$ cat config.mk
export PLATFORM = sky130hd
export DESIGN_NAME = axis_width_downsizer
export DESIGN_NICKNAME = d
export VERILOG_FILES = /design/src/rtl/axis_width_downsizer.sv
export SDC_FILE = /design/constraint.sdc
export NUM_CORES = 1
export LEC_CHECK = 0
export BUFFER_PORTS_ARGS = -buffer_cell sky130_fd_sc_hd__buf_2
export CAP_MARGIN = 0
export CORE_ASPECT_RATIO = 1.2
export CORE_MARGIN = 2
export CORE_UTILIZATION = 52
export CTS_CLUSTER_DIAMETER = 100
export CTS_CLUSTER_SIZE = 8
export DETAILED_ROUTE_END_ITERATION = 16
export MAX_ROUTING_LAYER = met4
export PLACE_DENSITY_LB_ADDON = 0.15
export SYNTH_ARGS = -nofsm -noshare
export SYNTH_HDL_FRONTEND = slang
export SYNTH_SLANG_ARGS = --single-unit
$ cat constraint.sdc
create_clock -name m_axi_aclk -period 3.1 [get_ports m_axi_aclk]
set_clock_uncertainty 0.15 [all_clocks]
set_input_delay 0.465 -clock m_axi_aclk [delete_from_list [all_inputs] [get_ports m_axi_aclk]]
set_output_delay 0.465 -clock m_axi_aclk [all_outputs]
set_load 0.01 [all_outputs]
$ cat src/rtl/axis_width_downsizer.sv
// AXI-Stream width down-converter: one wide beat in, RATIO narrow beats out,
// LSB slice first, tlast on the final slice of a packet, plus a packet counter.
module axis_width_downsizer #(
    parameter int unsigned S_WIDTH   = 64,
    parameter int unsigned M_WIDTH   = 16,
    parameter int unsigned CNT_WIDTH = 16
) (
    input  logic                 m_axi_aclk,
    input  logic                 m_axi_areset,
    input  logic [S_WIDTH-1:0]   s_axis_tdata,
    input  logic                 s_axis_tvalid,
    input  logic                 s_axis_tlast,
    output logic                 s_axis_tready,
    output logic [M_WIDTH-1:0]   m_axis_tdata,
    output logic                 m_axis_tvalid,
    output logic                 m_axis_tlast,
    input  logic                 m_axis_tready,
    output logic [CNT_WIDTH-1:0] pkt_count
);

    localparam int unsigned RATIO = S_WIDTH / M_WIDTH;
    localparam int unsigned IDX_W = (RATIO > 1) ? $clog2(RATIO) : 1;
    localparam logic [IDX_W-1:0] LAST_IDX = IDX_W'(RATIO - 1);

    // Reject widths that do not split into at least two whole slices
    generate
        if ((S_WIDTH % M_WIDTH) != 0 || RATIO < 2) begin : g_param_check
            $fatal(1, "axis_width_downsizer: S_WIDTH must be a multiple of M_WIDTH with ratio >= 2");
        end
    endgenerate

    typedef enum logic {
        ST_EMPTY = 1'b0,
        ST_SERVE = 1'b1
    } state_t;

    state_t             state;
    logic [S_WIDTH-1:0] buf_data;
    logic               buf_last;
    logic [IDX_W-1:0]   idx;

    logic buf_valid;
    logic last_slice;
    logic in_accept;
    logic out_accept;

    // Handshake decode; ready reopens on the final slice so reload has no bubble
    always_comb begin
        buf_valid     = (state == ST_SERVE);
        last_slice    = (idx == LAST_IDX);
        s_axis_tready = !buf_valid | (m_axis_tready & last_slice);
        in_accept     = s_axis_tvalid & s_axis_tready;
        out_accept    = buf_valid & m_axis_tready;
        m_axis_tvalid = buf_valid;
        m_axis_tlast  = buf_valid & buf_last & last_slice;
    end

    // Select the current narrow slice out of the buffered wide word
    always_comb begin
        m_axis_tdata = '0;
        for (int i = 0; i < int'(RATIO); i++) begin
            if (idx == IDX_W'(i)) begin
                m_axis_tdata = buf_data[i*M_WIDTH +: M_WIDTH];
            end
        end
    end

    // Buffer/slice state machine and packet counter
    always_ff @(posedge m_axi_aclk or posedge m_axi_areset) begin
        if (m_axi_areset) begin
            state     <= ST_EMPTY;
            buf_data  <= '0;
            buf_last  <= 1'b0;
            idx       <= '0;
            pkt_count <= '0;
        end else begin
            if (out_accept) begin
                if (last_slice) begin
                    idx   <= '0;
                    state <= ST_EMPTY;
                    if (buf_last) begin
                        pkt_count <= pkt_count + CNT_WIDTH'(1);
                    end
                end else begin
                    idx <= idx + IDX_W'(1);
                end
            end
            // A same-cycle load overrides the drain back to EMPTY
            if (in_accept) begin
                buf_data <= s_axis_tdata;
                buf_last <= s_axis_tlast;
                idx      <= '0;
                state    <= ST_SERVE;
            end
        end
    end

endmodule
=== Word-level counts from Yosys, hierarchy flattened ===
Cells that the tools add are included.

* Output and inout bits: 35
* Input bits: 69
* Bits in registers: 84
* Logic and storage cells: 32

* Bitwise operators: 6
* Add/subtract/negate cells: 2
* Reductions and logical operators: 6
* Eq/ne operators: 3
* Mux-type cells: 10

{| class="wikitable"
|+ Operator list
! kind !! count
|-
| 16-bit two-way mux || 4
|-
| 16-bit by 1-bit adder with 16-bit output, second input constant || 1
|-
| 2-bit two-way mux || 3
|-
| 1-bit AND || 5
|-
| 2-bit equality test, second input constant || 2
|-
| 2-bit nonzero test || 2
|-
| 1-bit two-way mux || 3
|-
| 3-bit AND reduction || 1
|-
| 2-bit by 1-bit adder with 2-bit output, second input constant || 1
|-
| 2-bit by 1-bit equality test with 1-bit output, second input constant || 1
|-
| 2-bit zero test || 1
|-
| 2-bit AND reduction || 1
|-
| 1-bit zero test || 1
|-
| 1-bit bitwise OR || 1
|}

=== Depth between registers and ports, before layout ===
* Depth after elaboration: 6
* Gate-level depth with buffers: 8
* Mapped depth without buffers: 6

=== Worst setup path after synthesis ===
OpenSTA, ideal clock, no wires.

* Path kind: register -> output
* Start: reg idx[0]
* End: out m_axis_tdata[10]
* Stages on the path, launching flop included: 9
* Arrival time: 1.655 ns
* Path slack: 0.830 ns
* Path through: dfrtp_1 > inv_1 > ha_1 > clkbuf_1 > clkbuf_1 > nand2_1 > o21ai_0 > mux2i_1 > o21ai_0

* Cells in the longest elaborated chain, start to end: 5
* Elaborated cells on any way between the ends: 8
* Those cells by class: eq/ne: 3; mux: 4; reduce/logical: 1

{| class="wikitable"
|+ Ends and longest elaborated chain
! item !! line !! text
|-
| from (decl) || 40 || <nowiki>logic [IDX_W-1:0] idx;</nowiki>
|-
| from (signal assigned) || 85 || <nowiki>idx <= idx + IDX_W'(1);</nowiki>
|-
| 2-bit zero test || 62 || <nowiki>if (idx == IDX_W'(i)) begin</nowiki>
|-
| 16-bit two-way mux (3 in series) || 62 ||
|-
| 16-bit two-way mux (*) || 62 ||
|-
| to (decl) || 14 || <nowiki>output logic [M_WIDTH-1:0] m_axis_tdata,</nowiki>
|}

Every way passes the cells marked *; elsewhere a longest branch is shown, timed or not.

=== Worst setup path after layout ===
* Start: reg idx[0]
* End: out m_axis_tdata[4]

Same word-level chain as after synthesis.

==> results.rst <==
.. list-table::
   :header-rows: 1

   * - Metric
     - Value
   * - Number of clock sinks
     - 84
   * - Number of nets in the final layout
     - 509
   * - CTS tree
     - done
   * - Worst-margin pin slew
     - roughly 640 ps
   * - Run status
     - completed
   * - Iteration-0 DRC count of the detailed router
     - ~130
   * - H-tree level count
     - 3
   * - Multiplexer fraction of the synthesized cell area
     - approximately 23%
   * - Width of the chip
     - approximately 83 um
   * - Launching point of the worst reg2reg path
     - idx[0]$_DFFE_PP0P_
   * - Critical Setup Path Class
     - reg -> out
   * - Final Cell Area
     - approximately 4700 um^2
   * - Time the worst path needs with I/O delays and setup
     - about 2800 ps
   * - Part of the Yosys area used for sequential elements
     - 54.3%
   * - Portion of total power attributed to sequential cells
     - roughly two fifths
   * - Fraction of registers with async set/reset
     - between 90% and 100%
   * - Initial antenna violation count
     - 1
   * - Maximum net fanout on the critical path
     - 16
   * - Insertion delay of the later-clocked pin in the worst-skew pair
     - around 350 ps
   * - Post-cts hold buffer count
     - 0
   * - Leading cell types in the layout, fill and taps excluded
     - 103 x sky130_fd_sc_hd__buf_2, 84 x sky130_fd_sc_hd__dfrtp_1, 65 x sky130_fd_sc_hd__mux2_2, 62 x sky130_fd_sc_hd__nand2_1, 33 x sky130_fd_sc_hd__o21ai_0
   * - XOR/XNOR Fraction of Synth Area
     - ~3.4%
   * - Overflow after GRT
     - 0
   * - RePlAce Congestion
     - 0.812
   * - Leakage Power
     - approximately 2.3 nW
   * - Crit path capture type
     - primary output
   * - Core area
     - a little over 7000 um^2
   * - Unrepaired setup endpoints after global routing
     - no
   * - Die area
     - ~8000 um^2
   * - Net switching share of the total power
     - around a third
   * - Initial Utilization
     - a little over half
   * - Top_reg_cell synth
     - sky130_fd_sc_hd__dfrtp_1
   * - Port Buffers
     - slightly above 100
   * - Register bit count reported by yosys
     - 84
   * - DRT Pass-1 Iters
     - 4
   * - Sum of negative setup slack
     - 0 ps
   * - Dominant combinational cell family by area after synthesis
     - multiplexers
   * - Tightest hold margin
     - between 15 and 20 ps
   * - Mapped cell area
     - roughly 3900 um^2
   * - Internal power
     - around 2.9 mW
   * - Critical path startpoint category
     - flip-flop
   * - Via total after detailed routing
     - between 2000 and 3000
   * - Adder and majority gate portion of the synthesized area
     - between 1.5 and 2%
   * - Inserted Clock Buffers
     - 9
   * - Post-detailed-route via-to-cell ratio
     - between 5 and 6
   * - Number of nets in the synthesized netlist
     - just over 400
   * - Class of the worst hold path
     - in -> async
   * - Final core area utilization
     - between 60% and 70%
   * - Maximum number of pins on one net before global-route repair
     - 51
   * - Standard cell area after detailed placement
     - 4490 um^2
   * - Power density normalized to cell area
     - ~930 nW/um^2
   * - Count of cells resized by post-cts repair
     - 0
   * - Final hold violations
     - 0
   * - Clock network fraction of total power
     - 19.9%
   * - Achievable Freq
     - between 0.3 and 0.4 GHz
   * - Number of nets still failing antenna checks after routing
     - 0
   * - Number of ports placed on the die boundary
     - approximately 100
   * - Number of setup buffers added after CTS
     - 0
   * - Worst setup path startpoint
     - idx[0]$_DFFE_PP0P_
   * - Layout cells sized above 1
     - 44.1%
   * - Number of endpoints failing setup at the final stage
     - 0
   * - Area growth syn-to-layout
     - 21.7%
   * - FILL cells
     - between 500 and 600
   * - Maximum clock path buffer count
     - 2
   * - Data arrival time at the worst-slack endpoint
     - between 2000 and 2500 ps
   * - Non-filler instance count after layout
     - between 500 and 600
   * - Max-capacitance violation count
     - 0
   * - Pins Over Slew Limit
     - 0
   * - Root Buffer Master
     - sky130_fd_sc_hd__clkbuf_8
   * - GRT Resource Usage Total
     - between 20% and 30%
   * - Cell total after placement
     - 514
   * - Post-synthesis cell count
     - roughly 340
   * - Max-slew headroom at the worst pin
     - 57.2%
   * - Leading cell type in the layout, fill and taps excluded
     - sky130_fd_sc_hd__buf_2
   * - Switching power summed over all nets
     - between 1 and 1.5 mW
   * - Wire per inst
     - roughly 15 um
   * - Total half-perimeter wirelength after legalization and detailed placement
     - about 6000 um
   * - Remaining DRCs
     - 0
   * - Number of enable-type register cells in the synthesized netlist
     - 0
   * - Worst vdd ir
     - between 0.4 and 0.5 mV
   * - Simple-gate area share of the yosys netlist
     - 10.5%
   * - Warning count from the yosys run
     - 0
   * - Y dimension of the die
     - between 90 and 100 um
   * - Power share of the combinational group
     - 38.2%
   * - Required arrival time at the worst endpoint
     - roughly 2500 ps
   * - Via count of the first global-routing pass
     - roughly 2700
   * - Synth Area in Compound Gates
     - approximately 4.7%
   * - Register clock-pin slew on the reported worst setup and hold paths
     - about 80 ps
   * - Average footprint of a synthesized cell
     - 11.6 um^2
   * - Count of distinct cell types in the synthesized netlist
     - 22
   * - Total detailed-routing wirelength
     - between 7000 and 8000 um
   * - Global-route wire length before repair
     - 12900 um
   * - Post-route clock period utilization
     - around nine tenths
   * - Rows
     - 34
routing by layer:
metal | track usage, % | vias up | share of wire (%) | wire length [um]
li1 | - | 1352 | - | -
met2 | 32.1 | 74 | 49 | 3870
met3 | 4.21 | 20 | 4.6 | 366
met1 | 28.0 | 1285 | 44 | 3530
met5 | - | - | 0 | 0
met4 | 9.96 | 0 | 2.4 | 191
final cells by class:
cell class,count,area (um^2),area share [%]
Multi-Input combinational cell,228,1680,35.6
Inverter,4,16.3,0.345
Sequential cell,84,2100,44.6
Clock inverter,6,87.6,1.86
Tap cell,90,113,2.39
Timing Repair Buffer,108,578,12.3
Clock buffer,10,138,2.92
Antenna cell,1,2.50,0.0531
worst max-delay path, stage by stage, from the launching register on:
cell and delay (ps):
sky130_fd_sc_hd__dfrtp_1 430, sky130_fd_sc_hd__inv_1 100, sky130_fd_sc_hd__ha_1 500, sky130_fd_sc_hd__nand2_1 90, sky130_fd_sc_hd__o21ai_0 230, sky130_fd_sc_hd__mux2i_1 100, sky130_fd_sc_hd__o21ai_0 220, sky130_fd_sc_hd__buf_2 170
kinds of logic (layout without fill, tap and decap cells):
group           count (synthesis)  count (layout)
other cells                     0               1
compound gates                 35              35
mux                            81              81
xor+xnor                       15              15
flops                          84              84
simple gates                   92              92
fa+ha+maj                       5               5
buf+inv                        23             128
Yosys cell counts, drive strengths merged (5+ instances only):
| master | n | area share (%) |
|---|---|---|
| xnor2 | 10 | 2.3 |
| nand2 | 63 | 6.1 |
| xor2 | 5 | 1.1 |
| mux2i | 16 | 4.1 |
| nand4 | 8 | 1.3 |
| nor3 | 5 | 0.78 |
| nand3 | 8 | 1.2 |
| dfrtp | 84 | 54 |
| buf | 9 | 1.2 |
| ha | 5 | 1.6 |
| mux2 | 65 | 19 |
| o21ai | 33 | 4.3 |
| clkbuf | 10 | 0.97 |
stage by stage:
stage          setup WS [ps]  total power [mW]
2_1_floorplan            320              2.96
3_3_place_gp             655              3.48
3_5_place_dp             657              3.53
4_1_cts                  274              4.40
5_1_grt                 1.70              4.69
6_report                 278              4.36
power groups by stage:
stage          combinational (mW)  clock, mW  sequential, mW
2_1_floorplan                1.19          0            1.77
3_3_place_gp                 1.65          0            1.83
3_5_place_dp                 1.68          0            1.85
6_report                     1.67      0.867            1.83
5_1_grt                      1.87      0.929            1.89
4_1_cts                      1.69      0.882            1.83
registers in the layout, summed over array words and instances (netlist names):
register,count
buf_last,1
buf_data,64
m_axis_tvalid,1
idx,2
pkt_count,16
worst paths after layout:
check,to,slack (ps),cells past startpoint
hold / removal,pkt_count[13]$_DFFE_PP0P_,20,2
setup / recovery,m_axis_tdata[4],280,7
setup reg to reg,buf_data[22]$_DFFE_PP0N_,730,6
max in group asynchronous,buf_data[16]$_DFFE_PP0N_,2100,3
hold reg to reg,pkt_count[15]$_DFFE_PP0P_,310,1
min in group m_axi_aclk,buf_data[29]$_DFFE_PP0N_,190,2
(Power assumes the default switching activity.)
